<file path="src/rtl/run_detect.sv">
// Serial run detector: finds runs of RUN_LEN consecutive SYMBOL bits in a qualified
// bit stream and counts detections.
module run_detect #(
   parameter int unsigned RUN_LEN = 3,
   parameter logic        SYMBOL  = 1'b0,
   parameter int unsigned CNT_W   = 8,
   localparam int unsigned LW     = $clog2(RUN_LEN + 1)
) (
   input  logic             clk,
   input  logic             rst,
   input  logic             in_valid,
   input  logic             in,
   input  logic             mode,
   input  logic             clr_cnt,
   output logic             cb,
   output logic             is,
   output logic [LW-1:0]    run_len,
   output logic [CNT_W-1:0] det_cnt,
   output logic             ovf
);

   typedef enum logic [1:0] {
      S_IDLE,
      S_RUN,
      S_FULL,
      S_LONG
   } state_t;

   localparam logic [LW-1:0] RUN_LEN_W = LW'(RUN_LEN);

   state_t           state, state_n;
   logic [LW-1:0]    cnt, cnt_n;
   logic             mode_q, mode_eff;
   logic             is_n, cb_n, ovf_n;
   logic [CNT_W-1:0] det_n;

   always_ff @(posedge clk) begin
      if (!rst) begin
         state   <= S_IDLE;
         cnt     <= '0;
         mode_q  <= mode;
         cb      <= 1'b0;
         is      <= 1'b0;
         det_cnt <= '0;
         ovf     <= 1'b0;
      end else begin
         state   <= state_n;
         cnt     <= cnt_n;
         mode_q  <= mode_eff;
         cb      <= cb_n;
         is      <= is_n;
         det_cnt <= det_n;
         ovf     <= ovf_n;
      end
   end

   // The mode input is only honoured in IDLE; mid-run the captured copy governs.
   always_comb begin
      mode_eff = (state == S_IDLE) ? mode : mode_q;
      state_n  = state;
      cnt_n    = cnt;
      is_n     = 1'b0;
      if (in_valid) begin
         if (in != SYMBOL) begin
            state_n = S_IDLE;
            cnt_n   = '0;
            if (state == S_FULL && mode_eff)
               is_n = 1'b1;
         end else begin
            case (state)
               S_IDLE, S_RUN: begin
                  cnt_n = cnt + LW'(1);
                  if (cnt_n == RUN_LEN_W) begin
                     state_n = S_FULL;
                     is_n    = ~mode_eff;
                  end else begin
                     state_n = S_RUN;
                  end
               end
               S_FULL: begin
                  if (mode_eff) begin
                     state_n = S_LONG;
                     cnt_n   = RUN_LEN_W;
                  end else begin
                     state_n = S_RUN;
                     cnt_n   = LW'(1);
                  end
               end
               default: begin
                  state_n = S_LONG;
                  cnt_n   = RUN_LEN_W;
               end
            endcase
         end
      end
      cb_n = ((state_n == S_RUN) || (state_n == S_FULL && mode_eff)) && !is_n;
   end

   // A clear coincident with a detection leaves that detection counted.
   always_comb begin
      det_n = det_cnt;
      ovf_n = ovf;
      if (clr_cnt) begin
         det_n = is_n ? CNT_W'(1) : '0;
         ovf_n = 1'b0;
      end else if (is_n) begin
         if (&det_cnt)
            ovf_n = 1'b1;
         else
            det_n = det_cnt + CNT_W'(1);
      end
   end

   assign run_len = cnt;

endmodule

</file>
<file path="config.mk">
export PLATFORM = sky130hd
export DESIGN_NAME = run_detect
export DESIGN_NICKNAME = d
export VERILOG_FILES = /design/src/rtl/run_detect.sv
export SDC_FILE = /design/constraint.sdc
export NUM_CORES = 1
export LEC_CHECK = 0
export ABC_AREA = 0
export CAP_MARGIN = 10
export CORE_MARGIN = 1
export CORE_UTILIZATION = 50
export CTS_BUF_LIST = sky130_fd_sc_hd__clkbuf_2
export DETAILED_ROUTE_END_ITERATION = 6
export PLACE_DENSITY = 0.83
export SLEW_MARGIN = 20
export SYNTH_ARGS = -nofsm -noshare
export SYNTH_HDL_FRONTEND = slang
export SYNTH_SLANG_ARGS = --single-unit
</file>
<file path="constraint.sdc">
create_clock -name clk -period 2.4 [get_ports clk]
set_clock_uncertainty 0.1 [all_clocks]
set_input_delay 0.48 -clock clk [delete_from_list [all_inputs] [get_ports clk]]
set_output_delay 0.48 -clock clk [all_outputs]
set_load 0.02 [all_outputs]
</file>
## Yosys cells after proc, flatten, opt, wreduce, memory -nomap -nowiden

Cells that the tools add are included.

| operators by class | value |
|---|---|
| add/sub/neg operators | 2 |
| equality and inequality tests | 6 |
| muxes and demuxes | 18 |
| bitwise logic cells | 2 |
| reduce and logical (&&, ||, !) cells | 12 |

Operators with widths:

| kind | count |
|---|---|
| 2-to-1 mux 8 bit | 3 |
| 2-to-1 mux 2 bit | 5 |
| AND reduction 9 bit | 1 |
| adder 8 x 1 -> 8 bit, second input constant | 1 |
| 2-to-1 mux 1 bit | 8 |
| one-hot mux 2 bit (2 select lines) | 2 |
| AND reduction 8 bit | 1 |
| equality test 2 bit, second input constant | 3 |
| equality test 2 x 1 -> 1 bit, second input constant | 2 |
| OR reduction 2 bit | 2 |
| logical AND 1 bit | 3 |
| adder 2 x 1 -> 2 bit, second input constant | 1 |
| zero test 2 bit | 1 |
| inequality test 2 bit, second input constant | 1 |
| NOT 1 bit | 2 |
| AND reduction 2 bit | 1 |
| nonzero test 2 bit | 1 |
| zero test 1 bit | 1 |
| logical OR 1 bit | 1 |

| storage, ports and cells | value |
|---|---|
| register bits | 16 |
| input bits | 6 |
| output and inout port bits | 13 |
| word-level logic and storage cells | 47 |

## Logic depth before layout (Yosys ltp)

Gate-level depths: netlist of the first run.

| logic depth | value |
|---|---|
| depth in word-level cells | 10 |
| mapped depth | 7 |
| mapped depth without buffers | 6 |

## Least setup slack after synthesis of the first run

No wires, ideal clock.

| timing | value |
|---|---|
| path type | register to register |
| from | register cnt[1] (netlist: run_len[1]) |
| to | register det_cnt[7] |
| library setup time | 130 ps |
| arrival | 1,593 ps |
| data required time | 2,170 ps |
| path slack | 577 ps |
| stages on the path, launching flop included | 7 |
| path buffers | 1 |
| period minus slack after synthesis | 1,823 ps |
| cells stage by stage | dfxtp_1 > ha_1 > nand4bb_1 > o22a_1 > buf_2 > o41ai_1 > a21oi_1 |

| between the ends | value |
|---|---|
| cells in the longest elaborated chain, start to end | 8 |

RTL lines:

| element | RTL line | source |
|---|---|---|
| start, declared | 32 | `logic [LW-1:0] cnt, cnt_n;` |
| start signal, assigned | 48 | `cnt <= cnt_n;` |
| adder 2 x 1 -> 2 bit | 72 | `cnt_n = cnt + LW'(1);` |
| equality test 2 bit | 73 | `if (cnt_n == RUN_LEN_W) begin` |
| 2-to-1 mux 1 bit | 73 |  |
| 2-to-1 mux 1 bit | 70 | `case (state)` |
| 2-to-1 mux 1 bit | 64 | `if (in != SYMBOL) begin` |
| 2-to-1 mux 1 bit | 63 | `if (in_valid) begin` |
| nonzero test 2 bit (no source line) | n/a |  |
| AND reduction 2 bit (no source line) | n/a |  |
| end signal, assigned | 52 | `det_cnt <= det_n;` |
| end, declared | 18 | `output logic [CNT_W-1:0] det_cnt,` |

Every way passes these cells.
A chain may end at the register's enable or synchronous reset.

## Final worst setup path of the first run

| timing | value |
|---|---|
| from | input port in |
| to | register det_cnt[2] |

| between the ends | value |
|---|---|
| cells in the longest elaborated chain, start to end | 4 |

RTL lines:

| element | RTL line | source |
|---|---|---|
| start, declared | 12 | `input logic in,` |
| 2-to-1 mux 1 bit | 64 |  |
| 2-to-1 mux 1 bit | 63 |  |
| nonzero test 2 bit (no source line) | n/a |  |
| AND reduction 2 bit (no source line) | n/a |  |

Every way passes these cells.

==> results of run 1 <==
==> where the power goes <==
part	total [mW]	internal (mW)	switching, mW	leakage (nW)
registers	0.276	0.271	0.00464	0.130
clock network	0.115	0.0341	0.0809	0.0125
logic	0.0510	0.0267	0.0242	0.221
==> final cells by class <==
type,instances,area share [%]
inverter,5,1.81
multi-input combinational,70,45.2
clock buffer,3,1.45
tap,16,1.93
timing repair buffer,20,18.8
sequential,16,30.8
==> logic make-up after synthesis <==
family,Yosys count
multiplexers,4
flip-flops,16
adder cells (fa/ha/maj),2
buffers and inverters,7
AND/OR/NAND/NOR,40
AO/OA/AOI/OAI,24
==> synthesized netlist by cell type <==
cell type  count  share of area, %
nand4bb_1      1               1.4
dfxtp_1       16                39
a21o_1         1              0.92
mux2i_1        3               3.7
and3_1         1              0.77
nand2b_1       6               4.6
nor2b_1        5               3.8
o21a_1         1              0.92
o311ai_0       2               2.1
nand2_1        3               1.4
o22a_1         1               1.1
or4_1          3               2.8
nand3b_1       1              0.92
nor2_1         5               2.3
or3b_2         1               1.1
mux2_4         1               1.8
nand3_1        6               3.7
inv_1          5               2.3
o31ai_1        2               1.8
ha_1           2               3.1
nor4_1         1              0.77
o22ai_1        2               1.5
a211oi_1       1              0.92
o21ai_0        2               1.2
and2_1         3               2.3
o41ai_1        2               2.1
o21bai_1       1              0.92
or2_2          1              0.77
a21oi_1        9               5.5
clkbuf_1       1              0.46
buf_2          1              0.61
nor4_2         1               1.5
nor3b_1        1              0.92
nand4_1        1              0.77
==> metrics by stage <==
step | std cells | worst slack, ns
2_1_floorplan | 93 | 0.577
3_3_place_gp | 127 | 0.0951
3_5_place_dp | 127 | 0.0318
4_1_cts | 130 | 0.350
5_1_grt | 130 | 0.239
6_report | 130 | 0.308
==> metal layers <==
layer	up-vias	wire (um)	track usage, %
met3	4	111	6.47
met4	0	17	8.75
met2	42	740	29.2
li1	385	-	-
met1	344	843	28.1
met5	-	0	0
==> tightest hold or removal path: stages, from the launching register on <==
cell     delay, ns
dfxtp_1       0.36
a21oi_1       0.04
nor2_1        0.07
==> worst paths after layout <==
path                                                 to
worst max register to register            cb$_SDFF_PN0_
worst min register to register         ovf$_SDFFE_PP0P_
worst min-delay path                   ovf$_SDFFE_PP0P_
worst max-delay path            det_cnt[2]$_SDFFE_PN0P_
==> registers in the layout, summed over array words and instances, names as in the netlist <==
register and count:
det_cnt 8, run_len 2, state 2, cb 1
is 1, mode_q 1, ovf 1
==> metrics.md, run 1 <==
| Metric | Value |
|---|---|
| Share of cells above drive strength 1 | 7.89% |
| Slew Limit Fails | 0 |
| Clock buffer depth | 2 |
| Largest family of logic cells by synthesized area | simple AND/OR/NAND/NOR gates |
| Final Util | 68.1% |
| Most common cell after layout, fill and taps aside | clkdlybuf4s50_1 |
| Syn Nets | 101 |
| Critical path peak fanout | 9 |
| Post-synthesis cell type count | 34 |
| Final GP Congestion | 0.862 |
| DR pass1 iterations | 4 |
| Finished Cell Area | 0.00104 mm2 |
| Critical Path Start Type | input port |
| Sequential share of the synthesized area | 39.2% |
| Mapped cell area | 817 um2 |
| Die Ht | 42.4 um |
| R2R depth | 4 |
| RSZ-0062 raised after global routing | no |
| Setup CP Type | in2reg |
| Worst hold slack | 0.396 ns |
| Synth Area in XOR/XNOR | 0% |
| Mapped Avg Cell Area | 8.79 um2 |
| Fill cells | 121 |
| Critical Path Sink Type | flip-flop |
| Setup bufs post-CTS | 0 |
| Most frequent cells in the layout | 18 x clkdlybuf4s50_1, 16 x dfxtp_1, 9 x a21oi_1, 6 x nand2b_1, 6 x nand3_1 |
| Slowest cell on the critical path | clkdlybuf4s50_1 |
| Largest net degree at the start of global routing | 12 |
| Iter 0 DRT Violations | 32 |
| Die W | 42.4 um |
| DRC Markers | 0 |
| Core area | 0.00152 mm2 |
| Avg WL per Cell | 13.2 um |
| Post-Synth Simple-Gate Area | 29.7% |
| Drt total wl | 1710 um |
| Multiplexer area fraction after synthesis | 5.51% |
| Root Buffer | clkbuf_2 |
| Slowest Stage Delay on Critical Path | 0.47 ns |
| Power Dens Cells | 425 mW/mm2 |
| Post-synthesis register bit count | 16 |
| Fin. Hold Viols | 0 |
| Final setup viols | 0 |
| Status | complete, no violations |
| Yosys warns | 0 |
| First-pass GRT wire length | 2780 um |
| Number of global-route vias before repair | 641 |
| Hold crit path type | reg2reg |
| Cells after Synth | 93 |
| I/O Buffers | 18 |
| Reg area | 320 um2 |
| Diodes inserted | 0 |
| Crit. path cell count | 6 |
| Antenna-violating nets left | 0 |
| Clock transition at path regs | 0.14 ns |
| Leakage power | 0.363 nW |
| Post-layout min period | 2.09 ns |
| Boundary Pins | 19 |
| Tot GR Track Use | 20.4% |
| Crit. Startpoint | in |
| Worst path bufs/invs | 2 |
| Synth Area in Adders | 3.06% |
| Row count | 14 |
| Maxcap violations | 0 |
| Fmax achieved | 478 MHz |
| R2R Setup Slk | 0.47 ns |
| CTS tree | built |
| Congestion Overflow GR | 0 |
| Vias post-DR | 775 |
| Die Footprint | 0.00180 mm2 |
| Max transition margin | 58.2% |
| CTS buffer count | 3 |
| Compound-Gate Fraction of Synth Area | 19.1% |
| Area Overhead vs Synth | 27.1% |
| Clock latency on the worst-skew pair | 0.29 ns |
| Crit share post-route | 87.2% |
| Worst r2r src | state[1]$_SDFF_PN0_ |
| Worst-margin pin slew | 0.624 ns |
| Cell Area, Placed | 0.00102 mm2 |
| Clock tree sinks | 16 |
| Initial Utilization | 53.6% |
| Cts hold-fix bufs | 0 |
| Final #Nets | 124 |
| Post_cts resized | 0 |
| HPWL Detailed | 1220 um |
| Multi-input gate area | 469 um2 |
| Initial antenna violation count | 0 |
| Worst Hold Depth | 2 |
| CP required | 2.47 ns |
| Setup TNS | 0 ns |
| Worst path top cell family by delay | compound AO/OA/AOI/OAI gates |
| Critical Path AT | 2.16 ns |
| H-Tree Depth | 1 |
| Hold Startpoint | ovf$_SDFFE_PP0P_ |
| Via-per-instance ratio | 5.96 |
| Cell Chain, Critical Path | clkdlybuf4s50_1 -> nand4bb_1 -> o22a_1 -> buf_4 -> o311ai_0 -> o41ai_1 |
| Design Power | 0.442 mW |
| Peak VDD IR | 0.000229 V |
No activity file was read; power rests on OpenSTA's default activity.
==> run 2: changes to the inputs <==
--- a/config.mk
+++ b/config.mk
@@ -8,10 +8,10 @@
 export ABC_AREA = 0
 export CAP_MARGIN = 10
 export CORE_MARGIN = 1
-export CORE_UTILIZATION = 50
+export CORE_UTILIZATION = 40
 export CTS_BUF_LIST = sky130_fd_sc_hd__clkbuf_2
 export DETAILED_ROUTE_END_ITERATION = 6
-export PLACE_DENSITY = 0.83
+export PLACE_DENSITY = 0.69
 export SLEW_MARGIN = 20
 export SYNTH_ARGS = -nofsm -noshare
 export SYNTH_HDL_FRONTEND = slang
==> run 2 against run 1 <==
Against the previous run: critical path depth unchanged; worst setup slack better by 0.073 ns; routed wire length is 9.6% higher; via count grew 1.4%; combinational power about the same; clock power increased by 9.6%; largest cell class unchanged.
==> metrics.md, run 2 (synthesized netlist as in run 1, its figures left out) <==
| Metric | Value |
|---|---|
| Most frequent cells in the layout | 18 x clkdlybuf4s50_1, 16 x dfxtp_1, 9 x a21oi_1, 6 x nand2b_1, 6 x nand3_1 |
| Hold crit path type | reg2reg |
| Critical Path Sink Type | flip-flop |
| H-Tree Depth | 1 (unchanged) |
| Maxcap violations | 0 (unchanged) |
| Die W | 47.2 um (+11%) |
| Area Overhead vs Synth | 30.8% |
| Root Buffer | clkbuf_2 |
| Row count | 15 (+1) |
| Status | complete, no violations |
| Clock latency on the worst-skew pair | 0.30 ns (about the same) |
| DR pass1 iterations | 4 (unchanged) |
| Initial Utilization | 44.9% (-8.7 points) |
| Setup TNS | 0 ns (unchanged) |
| Antenna-violating nets left | 0 (unchanged) |
| Post_cts resized | 0 (unchanged) |
| Leakage power | 0.373 nW (+2.7%) |
| Final GP Congestion | 0.824 (-4.5%) |
| Cts hold-fix bufs | 0 (unchanged) |
| HPWL Detailed | 1410 um (+16%) |
| Peak VDD IR | 0.000305 V (+33%) |
| Setup CP Type | in2reg |
| Critical Path Start Type | input port |
| Comb pwr share | 11.3% (-0.2 points) |
| Clock tree sinks | 16 (unchanged) |
| Internal | 0.334 mW (+0.75%) |
| I/O Buffers | 18 (unchanged) |
| Worst-margin pin slew | 0.649 ns (+0.0250 ns) |
| Final #Nets | 126 (+1.6%) |
| CTS buffer count | 3 (unchanged) |
| Fin. Hold Viols | 0 (unchanged) |
| Critical Path AT | 2.16 ns (about the same) |
| Diodes inserted | 0 (unchanged) |
| Critical path peak fanout | 6 (-3) |
| Number of global-route vias before repair | 723 (+13%) |
| DRC Markers | 0 (unchanged) |
| Sw power | 0.119 mW (+8.2%) |
| Switch share | 26.2% (+1.4 points) |
| Clock transition at path regs | 0.16 ns (+0.02 ns) |
| Initial antenna violation count | 0 (unchanged) |
| Tot GR Track Use | 20.3% (-0.096 points) |
| Clock buffer depth | 2 (unchanged) |
| RSZ-0062 raised after global routing | no |
| Post-layout min period | 2.02 ns (-0.0730 ns) |
| Die Footprint | 0.00223 mm2 (+24%) |
| Largest Register | det_cnt |
| Fmax achieved | 495 MHz (+3.6%) |
| Share of cells above drive strength 1 | 9.40% (+1.5 points) |
| Via-per-instance ratio | 5.54 (-7.2%) |
| Clock power share | 27.7% (+1.7 points) |
| CTS tree | built |
| Design Power | 0.453 mW (+2.6%) |
| Avg WL per Cell | 13.2 um (+0.37%) |
| Vias post-DR | 786 (+1.4%) |
| Drt total wl | 1880 um (+9.6%) |
| Iter 0 DRT Violations | 9 (-72%) |
| CP required | 2.54 ns (+0.07 ns) |
| Power Dens Cells | 424 mW/mm2 (-0.27%) |
| Die Ht | 47.2 um (+11%) |
| Fraction of power consumed by sequential logic | 61.0% (-1.4 points) |
| Setup bufs post-CTS | 0 (unchanged) |
| Crit share post-route | 84.1% (-3.0 points) |
| Final setup viols | 0 (unchanged) |
| Congestion Overflow GR | 0 (unchanged) |
| Slew Limit Fails | 0 (unchanged) |
| Max reg flops | 8 (unchanged) |
| Max transition margin | 56.6% (-1.7 points) |
| First-pass GRT wire length | 3130 um (+13%) |
| Core area | 0.00182 mm2 (+19%) |
| Largest net degree at the start of global routing | 12 (unchanged) |
| Most common cell after layout, fill and taps aside | clkdlybuf4s50_1 |
| Boundary Pins | 19 (unchanged) |
==> run 2: power groups by stage <==
| stage | Sequential (mW) | Clock, mW | Combinational [mW] |
|---|---|---|---|
| 6_report | 0.277 | 0.126 | 0.0510 |
| 5_1_grt | 0.278 | 0.142 | 0.0560 |
| 4_1_cts | 0.277 | 0.129 | 0.0512 |
| 3_5_place_dp | 0.282 | 0 | 0.0508 |
| 3_3_place_gp | 0.282 | 0 | 0.0498 |
| 2_1_floorplan | 0.284 | 0 | 0.0249 |
==> run 2: path summary, 6_finish.rpt <==
| path | endpoint | cells after the start | startpoint | slack [ns] |
|---|---|---|---|---|
| max | det_cnt[5]$_SDFFE_PN0P_ | 6 | in | 0.38 |
| min | ovf$_SDFFE_PP0P_ | 2 | ovf$_SDFFE_PP0P_ | 0.40 |
| max reg2reg | det_cnt[5]$_SDFFE_PN0P_ | 5 | state[0]$_SDFF_PN0_ | 0.53 |
| min reg2reg | ovf$_SDFFE_PP0P_ | 2 | ovf$_SDFFE_PP0P_ | 0.40 |
==> run 2: through the flow <==
stage | cells | setup slack (ns) | hold slack, ns | cell area [um2] | util (%)
6_report | 142 | 0.381 | 0.401 | 1070 | 58.7
3_5_place_dp | 138 | 0.0800 | 0.361 | 1050 | 57.7
5_1_grt | 142 | 0.313 | 0.434 | 1070 | 58.7
3_3_place_gp | 138 | 0.114 | 0.359 | 1050 | 57.7
2_1_floorplan | 93 | 0.577 | 0.456 | 817 | -
4_1_cts | 142 | 0.387 | 0.400 | 1070 | 58.7
==> run 2: cell type report <==
cell class                 instances  area [um2]
clock inverter                     1        3.75
multi-input combinational         70         469
tap                               25        31.3
fill                             177         752
sequential                        16         320
clock buffer                       3        15.0
inverter                           5        18.8
timing repair buffer              22         210
==> run 2: layer usage <==
| layer | up-vias | track usage, % | share of wire (%) |
|---|---|---|---|
| met3 | 5 | 3.46 | 3.3 |
| met1 | 370 | 25.8 | 49 |
| li1 | 395 | - | - |
| met4 | 0 | 8.57 | 1.5 |
| met2 | 16 | 33.9 | 46 |
| met5 | - | 0 | 0 |
==> run 2: worst max-delay path, cell delays in order <==
cell	delay (ns)
clkdlybuf4s50_1	0.47
nand4bb_1	0.23
o22a_1	0.29
buf_4	0.18
nor4_2	0.29
mux2i_1	0.20
